**src/rtl/uart_rx_fifo.sv**
```systemverilog
`default_nettype none
// ============================================================================
// Module      : uart_rx_fifo
// Description : Downstream byte buffer for the UART receiver. A 0->1 edge on
//               rx_ready marks a completed frame; the byte on rx_data is
//               captured one cycle later and pushed into a DEPTH-entry FIFO.
//               The consumer side is show-ahead valid/ready. Bytes arriving
//               while the FIFO is full are dropped and flagged (sticky).
// Revision    : 1.0 - initial release
// ----------------------------------------------------------------------------
// Parameters
//   DEPTH        FIFO entries, power of two, >= 2
//   ADDR_W       log2(DEPTH); count is ADDR_W+1 bits wide
// Ports
//   baud_clk     in   1         clock, all state on rising edge
//   rst          in   1         asynchronous active-high reset
//   rx_ready     in   1         receiver idle flag (rises at end of frame)
//   rx_data      in   8         received byte, valid from 1 cycle after rise
//   out_valid    out  1         FIFO non-empty, out_data valid
//   out_data     out  8         head-of-FIFO byte (show-ahead)
//   out_ready    in   1         consumer accepts out_data this cycle
//   count        out  ADDR_W+1  occupancy, 0..DEPTH
//   full         out  1         count == DEPTH
//   overflow     out  1         sticky: at least one byte dropped
//   overflow_clr in   1         clears overflow (and drop_count)
//   drop_count   out  8         dropped-byte counter
// Build option
//   UART_RX_FIFO_DROPCNT_EN : when defined, drop_count counts dropped bytes
//                             (saturating at 8'hFF); otherwise tied to 0.
// ============================================================================
module uart_rx_fifo #(
  parameter int DEPTH  = 16,
  parameter int ADDR_W = 4
) (
  input  logic              baud_clk,
  input  logic              rst,
  input  logic              rx_ready,
  input  logic [7:0]        rx_data,
  output logic              out_valid,
  output logic [7:0]        out_data,
  input  logic              out_ready,
  output logic [ADDR_W:0]   count,
  output logic              full,
  output logic              overflow,
  input  logic              overflow_clr,
  output logic [7:0]        drop_count
);

  localparam logic [ADDR_W:0]   c_depth   = (ADDR_W+1)'(DEPTH);
  localparam logic [ADDR_W:0]   c_cnt_one = (ADDR_W+1)'(1);
  localparam logic [ADDR_W-1:0] c_ptr_one = ADDR_W'(1);

  // --------------------------------------------------------------------------
  // Write-side FSM: IDLE until a frame completes, then PEND for the cycle in
  // which rx_data is sampled.
  // --------------------------------------------------------------------------
  typedef enum logic [0:0] {
    ST_IDLE = 1'b0,
    ST_PEND = 1'b1
  } wr_state_t;

  wr_state_t r_state;
  wr_state_t w_state_nxt;

  logic r_rdy_q;
  logic w_rise;
  logic w_wr_pend;

  // rdy_q resets high so a receiver that also comes out of reset idle
  // (rx_ready=1) does not look like a completed frame.
  assign w_rise = rx_ready & ~r_rdy_q;

  always_ff @(posedge baud_clk or posedge rst) begin
    if (rst) begin
      r_rdy_q <= 1'b1;
      r_state <= ST_IDLE;
    end else begin
      r_rdy_q <= rx_ready;
      r_state <= w_state_nxt;
    end
  end

  always_comb begin
    w_state_nxt = r_state;
    w_wr_pend   = 1'b0;
    case (r_state)
      ST_IDLE: begin
        if (w_rise) begin
          w_state_nxt = ST_PEND;
        end
      end
      ST_PEND: begin
        w_wr_pend = 1'b1;
        // A fresh rise while pending is a new frame: stay pending so the
        // second byte is pushed on the following cycle.
        w_state_nxt = w_rise ? ST_PEND : ST_IDLE;
      end
      default: begin
        w_state_nxt = ST_IDLE;
      end
    endcase
  end

  // --------------------------------------------------------------------------
  // FIFO storage and pointers
  // --------------------------------------------------------------------------
  logic [7:0]        r_mem [DEPTH];
  logic [ADDR_W-1:0] r_wr_ptr;
  logic [ADDR_W-1:0] r_rd_ptr;
  logic [ADDR_W:0]   r_count;
  logic              r_overflow;

  logic w_pop;
  logic w_push;
  logic w_drop;
  logic w_full;
  logic w_valid;

  assign w_valid = (r_count != '0);
  assign w_full  = (r_count == c_depth);
  assign w_pop   = w_valid & out_ready;
  // A pop in the same cycle frees the slot, so a full FIFO still accepts.
  assign w_push  = w_wr_pend & (~w_full | w_pop);
  assign w_drop  = w_wr_pend & w_full & ~w_pop;

  // Storage is deliberately not reset; out_data is only meaningful while
  // out_valid is high.
  always_ff @(posedge baud_clk) begin
    if (w_push) begin
      r_mem[r_wr_ptr] <= rx_data;
    end
  end

  always_ff @(posedge baud_clk or posedge rst) begin
    if (rst) begin
      r_wr_ptr <= '0;
      r_rd_ptr <= '0;
      r_count  <= '0;
    end else begin
      if (w_push) begin
        r_wr_ptr <= r_wr_ptr + c_ptr_one;
      end
      if (w_pop) begin
        r_rd_ptr <= r_rd_ptr + c_ptr_one;
      end
      case ({w_push, w_pop})
        2'b10:   r_count <= r_count + c_cnt_one;
        2'b01:   r_count <= r_count - c_cnt_one;
        default: r_count <= r_count;
      endcase
    end
  end

  // Sticky loss flag; a drop in the same cycle as a clear wins.
  always_ff @(posedge baud_clk or posedge rst) begin
    if (rst) begin
      r_overflow <= 1'b0;
    end else if (w_drop) begin
      r_overflow <= 1'b1;
    end else if (overflow_clr) begin
      r_overflow <= 1'b0;
    end
  end

  // --------------------------------------------------------------------------
  // Optional dropped-byte counter
  // --------------------------------------------------------------------------
`ifdef UART_RX_FIFO_DROPCNT_EN
  logic [7:0] r_drop_count;

  always_ff @(posedge baud_clk or posedge rst) begin
    if (rst) begin
      r_drop_count <= 8'h00;
    end else if (overflow_clr) begin
      // Clear and count together: the coincident drop is the first one
      // after the clear.
      r_drop_count <= w_drop ? 8'h01 : 8'h00;
    end else if (w_drop && (r_drop_count != 8'hFF)) begin
      r_drop_count <= r_drop_count + 8'h01;
    end
  end

  assign drop_count = r_drop_count;
`else
  assign drop_count = 8'h00;
`endif

  // --------------------------------------------------------------------------
  // Outputs
  // --------------------------------------------------------------------------
  assign out_valid = w_valid;
  assign out_data  = r_mem[r_rd_ptr];
  assign count     = r_count;
  assign full      = w_full;
  assign overflow  = r_overflow;

endmodule
`default_nettype wire
```
**config.mk**
```make
export PLATFORM = sky130hd
export DESIGN_NAME = uart_rx_fifo
export DESIGN_NICKNAME = d
export VERILOG_FILES = /design/src/rtl/uart_rx_fifo.sv
export SDC_FILE = /design/constraint.sdc
export NUM_CORES = 1
export LEC_CHECK = 0
export CORE_AREA = 4 4 127 129
export CTS_BUF_LIST = sky130_fd_sc_hd__clkbuf_4 sky130_fd_sc_hd__clkbuf_8
export CTS_CLUSTER_DIAMETER = 200
export DETAILED_ROUTE_END_ITERATION = 16
export DIE_AREA = 0 0 131 133
export HOLD_SLACK_MARGIN = 0.1
export PLACE_DENSITY = 0.54
export RECOVER_POWER = 100
export SKIP_LAST_GASP = 1
export SYNTH_ARGS = -nofsm -noshare
export SYNTH_HDL_FRONTEND = slang
export SYNTH_SLANG_ARGS = --single-unit
```
**constraint.sdc**
```tcl
create_clock -name baud_clk -period 4.07 [get_ports baud_clk]
set_input_delay 1.221 -clock baud_clk [delete_from_list [all_inputs] [get_ports baud_clk]]
set_output_delay 1.221 -clock baud_clk [all_outputs]
set_load 0.01 [all_outputs]
```
==> results_tabular.tex, run 1 <==
\begin{tabular}{lr}
\hline
Metric & Value \\
\hline
\multicolumn{2}{l}{\textbf{Outcome}} \\
\quad Run status & completed \\
\multicolumn{2}{l}{\textbf{Synth}} \\
\quad Count of yosys warnings during synthesis & 0 \\
\quad Post-Syn Instances & 312 \\
\quad Most common library cells after synthesis & 128 x sky130\_fd\_sc\_hd\_\_edfxtp\_1, 32 x sky130\_fd\_sc\_hd\_\_mux4\_2, 16 x sky130\_fd\_sc\_hd\_\_a22oi\_1 \\
\quad Count of distinct cell types in the synthesized netlist & 44 \\
\quad Largest cells by area after synthesis & sky130\_fd\_sc\_hd\_\_edfxtp\_1 65\%, sky130\_fd\_sc\_hd\_\_mux4\_2 12\%, sky130\_fd\_sc\_hd\_\_dfrtp\_1 6.3\% \\
\quad Cell type with the largest total area after synthesis & sky130\_fd\_sc\_hd\_\_edfxtp\_1 \\
\quad Portion of the post-synthesis area used by sequential elements & 0.714 \\
\quad Prevailing post-synth register cell & sky130\_fd\_sc\_hd\_\_edfxtp\_1 \\
\quad Top cell type's share of synthesized area & 0.647 \\
\quad Summed instance area of the synthesized netlist & 0.00594 sq mm \\
\quad Number of flops mapped to enable cells by yosys & 128 \\
\quad Leading cell type by number of instances after synthesis & sky130\_fd\_sc\_hd\_\_edfxtp\_1 \\
\quad Average size of a mapped cell & 19.0 sq um \\
\quad Number of storage elements in the synthesis netlist & 144 \\
\quad Fraction of registers with async set/reset & 0.111 \\
\multicolumn{2}{l}{\textbf{Routing}} \\
\quad Total length of routed met3 wires & 531 um \\
\quad Highest routed metal layer & met4 \\
\quad Vias & 2863 \\
\quad Routed length on met2 & 5780 um \\
\quad Final antenna-violating net count & 0 \\
\quad Length of routed wiring on met1 & 5240 um \\
\quad Per-cell routed wire length & 21.1 um \\
\quad Post-route DRC violation count & 0 \\
\quad Routed vias/inst & 5.20 \\
\quad First drt pass iteration count & 4 \\
\quad Number of violations reported at the end of detailed-routing iteration 0 & 297 \\
\quad Routed wire length & 11600 um \\
\multicolumn{2}{l}{\textbf{Global route}} \\
\quad Aggregate global-route resource usage & 0.144 \\
\quad Maximum number of pins on one net before global-route repair & 33 \\
\quad Gr ovfl total & 0 \\
\quad Global-route wire length before repair & 18100 um \\
\quad Antenna violations before repair & 0 \\
\quad Via count of the first global-routing pass & 2976 \\
\multicolumn{2}{l}{\textbf{Die}} \\
\quad Die span in x & 131 um \\
\quad Total Die Area & 0.0174 sq mm \\
\quad Count of pins on the block boundary & 37 \\
\quad Standard cell core area & 0.0150 sq mm \\
\quad Starting utilization of the core area & 0.395 \\
\quad Chip Height & 133 um \\
\quad Number of placement rows & 45 \\
\multicolumn{2}{l}{\textbf{Cells and area}} \\
\quad Diode count & 0 \\
\quad P\&R area growth vs syn & 14.1\% \\
\quad Fraction of layout instances using a drive strength above 1 & 0.204 \\
\quad Nets@finish & 372 \\
\multicolumn{2}{l}{\textbf{STA}} \\
\quad Setup repair after global routing missed its margin & false \\
\quad Time the worst path needs with I/O delays and setup & 3.86 ns \\
\quad Max-slew violation count & 0 \\
\quad Final worst-path cycle share & 0.949 \\
\quad FMAX & 259 MHz \\
\quad Final Hold Viols & 0 \\
\quad Actual transition at the worst max-transition pin & 0.811 ns \\
\quad Worst Clk Skew & 0.00913 ns \\
\quad Aggregate negative setup slack & 0 ns \\
\quad Relative max-transition margin & 0.458 \\
\quad \# setup viols final & 0 \\
\multicolumn{2}{l}{\textbf{Clocking}} \\
\quad H-tree Lvls & 4 \\
\quad CTS tree & yes \\
\quad Number of sinks driven by the clock tree & 144 \\
\quad Worst-Skew Late Latency & 0.43 ns \\
\quad Max Root-Sink Buffers & 2 \\
\quad Num CTS Buffers & 17 \\
\quad Clock-pin slew on the worst setup and hold paths & 0.08 ns \\
\quad Cell at the root of the clock tree & sky130\_fd\_sc\_hd\_\_clkbuf\_8 \\
\multicolumn{2}{l}{\textbf{Power}} \\
\quad Total power & 4.47 mW \\
\quad Largest vdd supply drop & 0.378 mV \\
\quad Ratio of total power to cell area & 659 mW/mm\^{}2 \\
\quad Leakage & 2.31 nW \\
\multicolumn{2}{l}{\textbf{Setup path}} \\
\quad CP arrival & 2.64 ns \\
\quad CP max-delay cell & sky130\_fd\_sc\_hd\_\_dfrtp\_4 \\
\quad Sequence of cells on the critical path & buf\_6 > mux4\_2 > a22oi\_1 > nand2\_1 > clkdlybuf4s50\_1 \\
\quad CP Data Required Time & 2.85 ns \\
\quad CP max FO & 13 \\
\quad Critical Setup Path Class & reg -> out \\
\quad R2R setup slack & 1.11 ns \\
\quad Critical Path Start Type & register \\
\quad Worst R2R End & count[3] \\
\quad Number of cell instances on the worst register-to-register path & 9 \\
\quad Category of the worst setup path capture point & primary output \\
\quad Biggest cell delay along the critical path & 0.60 ns \\
\quad Worst flop-to-flop path startpoint & count[1] \\
\multicolumn{2}{l}{\textbf{Placed design}} \\
\quad Number of port buffers & 28 \\
\quad Half-perimeter wire length after detailed placement & 7710 um \\
\quad Weighted congestion at the end of routability-driven global placement & 0.799 \\
\multicolumn{2}{l}{\textbf{Hold path}} \\
\quad Hold/Removal Path Class & reg -> reg \\
\quad Capture endpoint of the worst hold path & r\_wr\_ptr[2] \\
\quad Worst Hold Depth & 1 \\
\quad Worst Hold Launch & r\_wr\_ptr[2] \\
\multicolumn{2}{l}{\textbf{Run}} \\
\quad Number of max-cap violations & 0 \\
\hline
\end{tabular}
-- per-stage QoR --
step                      utilization  setup slack (ns)  instance area, sq um  std cells  hold slack (ns)
after floorplan                     -              1.23                  5970        319            0.459
after global placement          0.428             0.566                  6440        519            0.476
after detailed placement        0.428             0.535                  6440        519            0.477
after CTS                       0.454            0.0804                  6820        551            0.492
after global routing            0.451            0.0404                  6780        551            0.507
final                           0.451             0.206                  6780        551            0.486
-- routing by layer --
metal / GRT usage / vias up
met4: 0.0463 / 0
met5: 0 / -
met1: 0.200 / 1482
met2: 0.218 / 60
li1: - / 1313
met3: 0.0420 / 8
-- cell families after synthesis --
kind of cell,synth area share
AOI/OAI and AO/OA,0.0387
xor gates and xnor gates,0.0133
adders and majority gates,0.0202
buffers and inverters,0.0248
DFF,0.714
muxes,0.131
other,0.000631
and+or+nand+nor,0.0569
-- worst max-delay path by stage --
stage,end,cells past startpoint,slack (ns),start
2_1_floorplan,out_data[6],5,1.23,r_rd_ptr[0]
3_3_place_gp,count[4],8,0.57,out_ready
3_5_place_dp,count[4],8,0.53,out_ready
4_1_cts,out_data[4],5,0.08,r_rd_ptr[0]
5_1_grt,out_data[5],5,0.04,r_rd_ptr[0]
6_report,out_data[5],5,0.21,r_rd_ptr[0]
-- where the power goes --
part / switching (mW) / total [mW] / internal [mW]
logic: 0.709 / 1.48 / 0.772
clock network: 0.509 / 1.10 / 0.590
registers: 0.142 / 1.89 / 1.75
total: 1.36 / 4.47 / 3.11
-- critical path, delay by kind of cell (launching register included) --
family                 cells  cell delay [ns]
buffers and inverters      2             0.74
flip-flops                 1             0.60
multiplexers               1             0.51
AO/OA/AOI/OAI              1             0.26
AND/OR/NAND/NOR            1             0.10
-- cell usage in the layout (no fill, tap or decap), drive strengths merged, types with 2 or more instances in the layout --
| cell type | synthesis | routed |
|---|---|---|
| nor2b | 4 | 4 |
| nand2 | 10 | 10 |
| mux2 | 3 | 3 |
| ha | 8 | 8 |
| inv | 7 | 7 |
| a22oi | 16 | 16 |
| nand3 | 5 | 5 |
| a32o | 2 | 2 |
| edfxtp | 128 | 128 |
| mux2i | 2 | 2 |
| a21oi | 2 | 2 |
| clkinv | 0 | 10 |
| dfrtp | 15 | 15 |
| clkdlybuf4s50 | 0 | 10 |
| xnor2 | 8 | 8 |
| nor2 | 5 | 5 |
| o211ai | 2 | 2 |
| nand2b | 5 | 5 |
| dlygate4sd3 | 0 | 18 |
| conb | 1 | 8 |
| buf | 18 | 5 |
| o21ai | 2 | 2 |
| clkinvlp | 0 | 2 |
| clkbuf | 3 | 17 |
| bufinv | 0 | 3 |
| and3 | 16 | 16 |
| mux4 | 32 | 32 |
| and2 | 4 | 4 |
-- registers in the layout, indices dropped and copies added (netlist names) --
name / count
count: 5
r_wr_ptr: 4
r_rd_ptr: 4
r_state: 1
overflow: 1
r_mem: 128
r_rdy_q: 1
-- final cells by class --
cell class / count / area, sq um
fillers: 1309 / 8250
repair buffers: 33 / 347
clock inverters: 15 / 150
multi-input cells: 147 / 1540
inverters: 7 / 26.3
well taps: 188 / 235
flip-flops and latches: 144 / 4250
clock buffers: 17 / 234
-- repair_timing --
item,CTS,global route
resized for setup,0,1
buffers inserted,0,0
hold buffers,0,0
setup endpoints to repair,0,2
Power figures use the tool's default switching activity.
==> run 2, diff against run 1 <==
Settings changed: SETUP_SLACK_MARGIN set to 0.05.
==> results of run 2 <==
Final layout, timing and power as in run 1 (identical DEF).
==> run 3, diff against run 2 <==
Settings changed: SKIP_LAST_GASP 1 to unset.
==> results of run 3 <==
Final layout, timing and power as in run 1 (identical DEF).
